<file path="src/rtl/lsu_byte_serial.sv">
// Byte-serial load/store unit: executes one RISC-V load or store as a sequence of
// single-byte accesses against a byte-wide synchronous RAM with 1-cycle read latency.
//
// state | meaning
// IDLE  | req_ready high, waiting for a request
// STORE | one mem_we byte per cycle, byte idx of the latched store value
// LOAD  | one mem_re per cycle; the byte requested last cycle is captured
// DRAIN | capture the final read byte and extend it into resp_rdata
// RESP  | one-cycle resp_valid pulse, then back to IDLE
module lsu_byte_serial #(
  parameter int XLEN       = 32,
  parameter int ADDR_WIDTH = 8
) (
  input  logic                  clock,
  input  logic                  reset,
  input  logic                  req_valid,
  output logic                  req_ready,
  input  logic                  req_is_store,
  input  logic [2:0]            req_funct3,
  input  logic [XLEN-1:0]       req_addr,
  input  logic [XLEN-1:0]       req_wdata,
  output logic                  resp_valid,
  output logic [XLEN-1:0]       resp_rdata,
  output logic                  resp_fault,
  output logic [ADDR_WIDTH-1:0] mem_addr,
  output logic                  mem_re,
  output logic                  mem_we,
  output logic [7:0]            mem_wdata,
  input  logic [7:0]            mem_rdata
);

  typedef enum logic [2:0] {IDLE, STORE, LOAD, DRAIN, RESP} state_t;

  localparam logic [ADDR_WIDTH-1:0] ADDR_ONE = 1;

  state_t          state;
  logic [1:0]      idx;
  logic [1:0]      last;
  logic [2:0]      funct3;
  logic [3:0][7:0] wbytes;
  logic [3:0][7:0] lbytes;
  logic [3:0][7:0] lfull;
  logic [1:0]      req_last;
  logic            req_legal;
  logic            req_fault;
  logic [ADDR_WIDTH:0] req_end;

  function automatic logic [XLEN-1:0] extend(input logic [2:0] f3, input logic [31:0] w);
    logic [XLEN-1:0] r;
    case (f3)
      3'b000:  r = XLEN'($signed(w[7:0]));
      3'b001:  r = XLEN'($signed(w[15:0]));
      3'b100:  r = XLEN'(w[7:0]);
      3'b101:  r = XLEN'(w[15:0]);
      default: r = XLEN'($signed(w));
    endcase
    return r;
  endfunction

  // The last byte index is checked against the RAM top; the carry bit means it ran past it.
  always_comb begin
    case (req_funct3[1:0])
      2'b00:   req_last = 2'd0;
      2'b01:   req_last = 2'd1;
      default: req_last = 2'd3;
    endcase
    if (req_is_store)
      req_legal = !req_funct3[2] && (req_funct3[1:0] != 2'b11);
    else
      req_legal = req_funct3 inside {3'b000, 3'b001, 3'b010, 3'b100, 3'b101};
    req_end   = {1'b0, req_addr[ADDR_WIDTH-1:0]} + {{(ADDR_WIDTH-1){1'b0}}, req_last};
    req_fault = !req_legal || (req_addr[XLEN-1:ADDR_WIDTH] != '0) || req_end[ADDR_WIDTH];
    lfull       = lbytes;
    lfull[last] = mem_rdata;
  end

  always_ff @(posedge clock) begin
    if (reset) begin
      state      <= IDLE;
      req_ready  <= 1'b1;
      resp_valid <= 1'b0;
      resp_fault <= 1'b0;
      resp_rdata <= '0;
      mem_re     <= 1'b0;
      mem_we     <= 1'b0;
      mem_addr   <= '0;
      mem_wdata  <= '0;
      idx        <= '0;
      last       <= '0;
      funct3     <= '0;
      wbytes     <= '0;
      lbytes     <= '0;
    end else begin
      case (state)
        IDLE: begin
          if (req_valid) begin
            req_ready <= 1'b0;
            funct3    <= req_funct3;
            last      <= req_last;
            idx       <= '0;
            wbytes    <= req_wdata[31:0];
            lbytes    <= '0;
            if (req_fault) begin
              state      <= RESP;
              resp_valid <= 1'b1;
              resp_fault <= 1'b1;
              resp_rdata <= '0;
            end else if (req_is_store) begin
              state     <= STORE;
              mem_we    <= 1'b1;
              mem_addr  <= req_addr[ADDR_WIDTH-1:0];
              mem_wdata <= req_wdata[7:0];
            end else begin
              state    <= LOAD;
              mem_re   <= 1'b1;
              mem_addr <= req_addr[ADDR_WIDTH-1:0];
            end
          end
        end
        STORE: begin
          if (idx == last) begin
            mem_we     <= 1'b0;
            state      <= RESP;
            resp_valid <= 1'b1;
            resp_fault <= 1'b0;
            resp_rdata <= '0;
          end else begin
            idx       <= idx + 2'd1;
            mem_addr  <= mem_addr + ADDR_ONE;
            mem_wdata <= wbytes[idx + 2'd1];
          end
        end
        LOAD: begin
          // mem_rdata now carries the byte requested in the previous cycle
          if (idx != 2'd0) lbytes[idx - 2'd1] <= mem_rdata;
          if (idx == last) begin
            mem_re <= 1'b0;
            state  <= DRAIN;
          end else begin
            idx      <= idx + 2'd1;
            mem_addr <= mem_addr + ADDR_ONE;
          end
        end
        DRAIN: begin
          resp_rdata <= extend(funct3, lfull);
          resp_valid <= 1'b1;
          resp_fault <= 1'b0;
          state      <= RESP;
        end
        RESP: begin
          resp_valid <= 1'b0;
          req_ready  <= 1'b1;
          state      <= IDLE;
        end
        default: begin
          state     <= IDLE;
          req_ready <= 1'b1;
          mem_re    <= 1'b0;
          mem_we    <= 1'b0;
        end
      endcase
    end
  end

endmodule
</file>
<file path="config.mk">
export PLATFORM = sky130hd
export DESIGN_NAME = lsu_byte_serial
export DESIGN_NICKNAME = d
export VERILOG_FILES = /design/src/rtl/lsu_byte_serial.sv
export SDC_FILE = /design/constraint.sdc
export NUM_CORES = 1
export LEC_CHECK = 0
export CORE_MARGIN = 3
export CORE_UTILIZATION = 54
export DETAILED_ROUTE_END_ITERATION = 7
export GPL_TIMING_DRIVEN = 0
export HOLD_SLACK_MARGIN = 0.02
export PLACE_DENSITY = 0.84
export SLEW_MARGIN = 15
export SYNTH_ARGS = -nofsm -noshare
export SYNTH_HDL_FRONTEND = slang
export SYNTH_SLANG_ARGS = --single-unit
</file>
<file path="constraint.sdc">
create_clock -name clock -period 4.8 [get_ports clock]
set_input_delay 0.96 -clock clock [delete_from_list [all_inputs] [get_ports clock]]
set_output_delay 0.96 -clock clock [all_outputs]
set_load 0.02 [all_outputs]
</file>
==> results.yml, run 1 <==
run_status:
  status: "finished, final reports clean"
sta:
  max_freq_mhz: 301
  tns_ps: 0
  rsz0062_at_grt: "false"
  hold_viol: 0
  slew_viol_final: 0
  post-route-min-period_ps: 3320
  relSlewSlack_pct: 48.8
  worstMarginPinSlew_ps: 763
  fin_skew_ps: 9.60
  setup_viol: 0
  period_share_pct: 69.3
die:
  die_area_um2: 12000
  io_pins: 132
  dieHeight_um: 109
  core-area_um2: 10400
  start_util_pct: 55.7
  rows: 37
  die_w_um: 109
finish:
  num_antenna_cells: 0
  drive_above_1_share_pct: 9.27
  final_cell_mix: "127 x dfxtp_1, 122 x clkdlybuf4s50_1, 85 x nand2_1"
  final_core_util_pct: 74.5
  layout.nets: 871
  final_common_cell: "dfxtp_1"
  area_growth_pct: 33.8
clock_network:
  clkTransAtPathRegs_ps: 60
  numCtsBuffers: 17
  post-cts-setup-buffer-count: 0
  cts_tree: "yes"
  clk_path_buf_depth: 2
  worst_skew_pair.late_latency_ps: 530
  clock_sinks: 127
  htree_levels: 4
  cts-resized-gates: 0
  ctsRootBufferMaster: "clkbuf_8"
  hold_buffers: 0
yosys:
  syn_area_per_cell_um2: 8.96
  synth_edf_count: 0
  syn_area_um2: 5770
  synthFlopType: "dfxtp_1"
  netlist_instances: 644
  syn-num-nets: 730
  synth.distinct_cells: 51
  synth-seq-cells: 127
  ys_async_sr_fraction_pct: 0
  ys_warn_count: 0
  seq_area_frac_synth_pct: 44.0
place:
  gp_congestion: 0.892
  dp_hpwl_um: 12000
  portBuffers: 122
drt:
  drt_wl_total_um: 17500
  vias_per_cell: 6.20
  wl_per_cell_um: 18.7
  drt-pass1-iter-count: 6
  antenna_left: 0
  drc: 0
  vias: 5787
  first_iter_violations: 397
job:
  cap_violations: 0
global_routing:
  grt_max_degree: 17
  grt.overflow.total: 0
  track_usage_pct: 28.8
  antenna_found_initial: 0
  grt_pass1_wl_um: 26900
  first_global_vias: 5450
worst_setup_path:
  worst_setup_path_start_kind: "primary input"
  rr_worst_depth: 8
  critPathArrivalTime_ps: 3770
  endpoint: "resp_rdata[2]$_SDFFE_PP0P_"
  regToRegSetupSlack_ps: 2250
  r2r-start: "idx[0]$_SDFFE_PP0P_"
  crit_start: "req_funct3[1]"
  critical_path.slowest_cell: "clkdlybuf4s50_1"
  path_class: "primary input to flop"
  critPathMaxStageDelay_ps: 680
  required_ps: 5250
  end_kind: "flop"
  cp_max_fo: 10
  reg2reg_to: "mem_wdata[5]$_SDFFE_PP0P_"
  crit_chain: "clkdlybuf4s50_1 -> clkbuf_1 -> ha_1 -> o211ai_1 -> a211oi_1 -> or3_1 -> a221oi_2 -> buf_2 -> o2bb2ai_1"
power_and_ir_drop:
  powerDensity_nw_per_um2: 335
  power_mw: 2.59
  peakVddDrop_v: 0.000214
  total_leakage_power_nw: 2.77
worst_hold_path:
  worstHoldPathType: "flop to flop"
[per-layer routing]
layer / share of wire [%] / vias to the layer above / global-route usage [%]
met5: 0 / - / 0
met4: 2.6 / 0 / 12.6
met3: 9.7 / 45 / 6.58
met2: 48 / 336 / 47.3
met1: 40 / 2755 / 36.2
li1: - / 2651 / -
[flip-flops by register name, summed over array words and instances (netlist names), 2 cells and up]
register and count:
wbytes 32, mem_wdata 8, mem_addr 8, last 2, lbytes 32, resp_rdata 32, funct3 3, state 3
idx 2
[report_power, final]
part / total [mW] / internal (mW) / switching (mW) / leakage [nW]
combinational: 0.272 / 0.118 / 0.153 / 1.48
sequential: 1.09 / 1.08 / 0.0158 / 1.03
clock: 1.22 / 0.710 / 0.510 / 0.256
total: 2.59 / 1.91 / 0.679 / 2.77
[worst min path at each step]
stage,end,slack (ps),startpoint,cells after the start
after floorplan,wbytes[24]$_SDFFE_PP0P_,430,wbytes[24]$_SDFFE_PP0P_,2
after global routing,wbytes[27]$_SDFFE_PP0P_,470,wbytes[27]$_SDFFE_PP0P_,2
after CTS,wbytes[1]$_SDFFE_PP0P_,460,wbytes[1]$_SDFFE_PP0P_,2
after global placement,wbytes[27]$_SDFFE_PP0P_,440,wbytes[27]$_SDFFE_PP0P_,2
after detailed placement,resp_rdata[10]$_SDFFE_PP0P_,450,resp_rdata[10]$_SDFFE_PP0P_,1
final,wbytes[28]$_SDFFE_PP0P_,460,wbytes[28]$_SDFFE_PP0P_,2
[worst max-delay path, delay by kind of cell]
family / cells / cell delay, ps
AO/OA/AOI/OAI: 4 / 920
AND/OR/NAND/NOR: 1 / 520
adder cells (fa/ha/maj): 1 / 220
buffers and inverters: 3 / 1150
[cells by family (layout without fill, tap and decap cells)]
kind of cell             Yosys count  count (layout)  share of synthesized area [%]
multiplexers                      42              42                           9.36
buffers and inverters             67             221                           4.68
XOR/XNOR                           3               3                          0.455
AND/OR/NAND/NOR                  191             191                           15.5
adder cells (fa/ha/maj)            7               7                           1.52
flip-flops                       127             127                           44.0
AO/OA/AOI/OAI                    207             207                           24.5
[layout make-up]
cell class	count	area [um2]
Multi-Input combinational cell	450	2960
Fill cell	694	2640
Sequential cell	127	2540
Timing Repair Buffer	122	1220
Clock buffer	19	432
Buffer	62	251
Tap cell	136	170
Clock inverter	13	130
Inverter	5	18.8
[synth_stat cells, types with 5 or more instances]
library cell	count	area (um2)
nand3_1	7	35.0
mux2_2	16	180
nand2_1	85	319
inv_1	5	18.8
a211oi_1	21	158
o2bb2ai_1	32	280
or3_1	5	31.3
a41o_1	8	80.1
buf_2	9	45.0
nor3_1	8	40.0
nor4_1	7	43.8
o21ai_0	12	60.1
o21ai_1	5	25.0
buf_1	13	48.8
nor2_1	42	158
a31oi_1	6	37.5
mux4_2	8	180
a21oi_1	69	345
dfxtp_1	127	2540
ha_1	7	87.6
clkbuf_1	38	143
a22oi_1	32	240
and2_1	12	75.1
mux2i_1	18	180
[stage by stage]
| step | instances | hold slack (ps) | worst slack, ps | instance area [um2] |
|---|---|---|---|---|
| 2_1_floorplan | 644 | 433 | 2080 | 5770 |
| 3_3_place_gp | 902 | 439 | 1000 | 7160 |
| 3_5_place_dp | 902 | 447 | 962 | 7160 |
| 4_1_cts | 934 | 458 | 1500 | 7730 |
| 5_1_grt | 934 | 471 | 1380 | 7730 |
| 6_report | 934 | 458 | 1480 | 7730 |
Note: power is estimated with default switching activity, not from simulation.
==> run 2, diff against run 1 <==
--- a/config.mk
+++ b/config.mk
@@ -6,11 +6,11 @@
 export NUM_CORES = 1
 export LEC_CHECK = 0
 export CORE_MARGIN = 3
-export CORE_UTILIZATION = 54
+export CORE_UTILIZATION = 45
 export DETAILED_ROUTE_END_ITERATION = 7
 export GPL_TIMING_DRIVEN = 0
 export HOLD_SLACK_MARGIN = 0.02
-export PLACE_DENSITY = 0.84
+export PLACE_DENSITY = 0.75
 export SLEW_MARGIN = 15
 export SYNTH_ARGS = -nofsm -noshare
 export SYNTH_HDL_FRONTEND = slang
==> constraint.sdc (replaced) <==
create_clock -name clock -period 2.7 [get_ports clock]
set_input_delay 0.54 -clock clock [delete_from_list [all_inputs] [get_ports clock]]
set_output_delay 0.54 -clock clock [all_outputs]
set_load 0.02 [all_outputs]
==> run 2 against run 1 <==
- sequential power is 78% higher
- worst hold slack worse by 5.7 ps
- combinational power is 78% higher
- die area is 19% higher
- register-to-register slack worse by 2000 ps
- core utilization is 11 points lower
- total power is 81% higher
- critical path depth is 1 higher
- highest routed layer unchanged
==> results.yml, run 2 (same netlist as run 1, synthesis figures left out) <==
run_status:
  status: "finished, final reports clean"
sta:
  relSlewSlack_pct: 53.1
  max_freq_mhz: 387
  period_share_pct: 95.6
  timing.hold.ws_ps: 453
  tns_ps: 0
  timing.final.ws_setup_ps: 119
  worstMarginPinSlew_ps: 699
  slew_viol_final: 0
  setup_viol: 0
  fin_skew_ps: 8.15
  post-route-min-period_ps: 2580
  rsz0062_at_grt: "false"
  hold_viol: 0
worst_setup_path:
  critPathArrivalTime_ps: 2940
  regToRegSetupSlack_ps: 230
  critPathMostFrequentCell: "buf_2"
  crit_start: "req_funct3[1]"
  crit_family: "buffers and inverters"
  critPathMaxStageDelay_ps: 590
  worst_setup_path_start_kind: "primary input"
  critPathBufInv: 4
  r2r-start: "idx[0]$_SDFFE_PP0P_"
  required_ps: 3060
  crit_chain: "dlygate4sd2_1 -> clkbuf_1 -> ha_1 -> o211ai_1 -> a211oi_2 -> or4_1 -> buf_2 -> buf_2 -> a211oi_1 -> a41o_1"
  path_class: "primary input to flop"
  critical_path.slowest_cell: "or4_1"
  reg2reg_to: "mem_wdata[6]$_SDFFE_PP0P_"
  rr_worst_depth: 8
  end_kind: "flop"
  cp_max_fo: 10
finish:
  multi_input_area_um2: 2980
  drive_above_1_share_pct: 9.39
  fin_cells: 967
  largestRegisters: "lbytes (32), resp_rdata (32), wbytes (32)"
  fin_area_um2: 7830
  seq_area_um2: 2540
  final_core_util_pct: 63.8
  final_common_cell: "dfxtp_1"
  final_cell_mix: "127 x dfxtp_1, 121 x clkdlybuf4s50_1, 85 x nand2_1"
  fill_cells: 1026
  num_antenna_cells: 0
  area_growth_pct: 35.6
  layout.nets: 874
global_routing:
  track_usage_pct: 24.0
  grt.overflow.total: 0
  antenna_found_initial: 0
  grt_pass1_wl_um: 27800
  grt_max_degree: 17
  first_global_vias: 5632
power_and_ir_drop:
  switchingPower_mw: 1.10
  p_seq_share_pct: 41.6
  netSwitchingFraction_pct: 23.6
  p_int_mw: 3.57
  total_leakage_power_nw: 2.81
  peakVddDrop_v: 0.000431
  power_mw: 4.68
  p_clk_share_pct: 48.0
  combPwrFrac_pct: 10.4
  powerDensity_nw_per_um2: 598
place:
  place_area_um2: 7200
  gp_congestion: 0.853
  post-place-ws_ps: -732
  dp.cells: 934
  portBuffers: 122
  dp_hpwl_um: 12200
drt:
  drt-pass1-iter-count: 5
  vias: 5566
  antenna_left: 0
  drt_wl_total_um: 17000
  first_iter_violations: 468
  drc: 0
  vias_per_cell: 5.76
  wl_per_cell_um: 17.6
clock_network:
  hold_buffers: 0
  cts_tree: "yes"
  ctsRootBufferMaster: "clkbuf_16"
  worst_skew_pair.late_latency_ps: 420
  clkTransAtPathRegs_ps: 60
  numCtsBuffers: 17
  clk_path_buf_depth: 2
  clock_sinks: 127
  htree_levels: 4
die:
  die_w_um: 119
  dieHeight_um: 119
  core-area_um2: 12300
  start_util_pct: 47.1
  die_area_um2: 14200
  io_pins: 132
  rows: 40
worst_hold_path:
  worstHoldPathType: "flop to flop"
  min_to: "wbytes[27]$_SDFFE_PP0P_"
  hp-start: "wbytes[27]$_SDFFE_PP0P_"
  min_path_cells: 2
job:
  cap_violations: 0
run 2: changes by cell type in the layout (fill, tap and decap cells not counted), moves of 2 or more:
cell / delta
buf_4: +3
clkinvlp_4: -5
clkbuf_8: +2
inv_6: -4
clkbuf_1: +2
buf_2: -2
clkinv_2: +3
clkbuf_4: +2
run 2: how the worst max path moves through the flow:
stage | to | slack [ps] | depth (start not counted)
2_1_floorplan | mem_wdata[6]$_SDFFE_PP0P_ | 400 | 9
3_3_place_gp | resp_rdata[0]$_SDFFE_PP0P_ | -690 | 9
3_5_place_dp | resp_rdata[0]$_SDFFE_PP0P_ | -730 | 9
4_1_cts | mem_wdata[6]$_SDFFE_PP0P_ | 40 | 8
5_1_grt | mem_wdata[3]$_SDFFE_PP0P_ | 10 | 8
6_report | mem_wdata[6]$_SDFFE_PP0P_ | 120 | 10
run 2: worst min-delay path, stage by stage, from the launching register on:
cell and delay [ps]:
dfxtp_1 300, nand2_1 50, a21oi_1 50
run 2: timing repair:
action	4_1_cts	5_1_grt
setup buffers	0	3
gates resized for setup	2	4
endpoints found under the setup margin	38	38
pin swaps	0	1
run 2: final cells by class:
class	count	area share, %
well taps	168	2.69
repair buffers	125	15.9
flip-flops and latches	127	32.5
clock buffers	24	6.28
multi-input cells	450	38.1
plain buffers	62	3.28
clock inverters	6	1.06
inverters	5	0.240
run 2: power groups by stage:
stage               combinational [mW]  clock [mW]  sequential [mW]
CTS                              0.474        2.25             1.94
global route                     0.526        2.34             1.95
finish                           0.485        2.25             1.94
floorplan                        0.250           0             1.98
detailed placement               0.468           0             1.98
global placement                 0.456           0             1.98
run 2: metal layers:
layer / track usage, % / part of all wire [%]
met2: 39.6 / 48
met1: 30.9 / 44
met3: 4.89 / 6.3
met4: 8.91 / 2.2
met5: 0 / 0
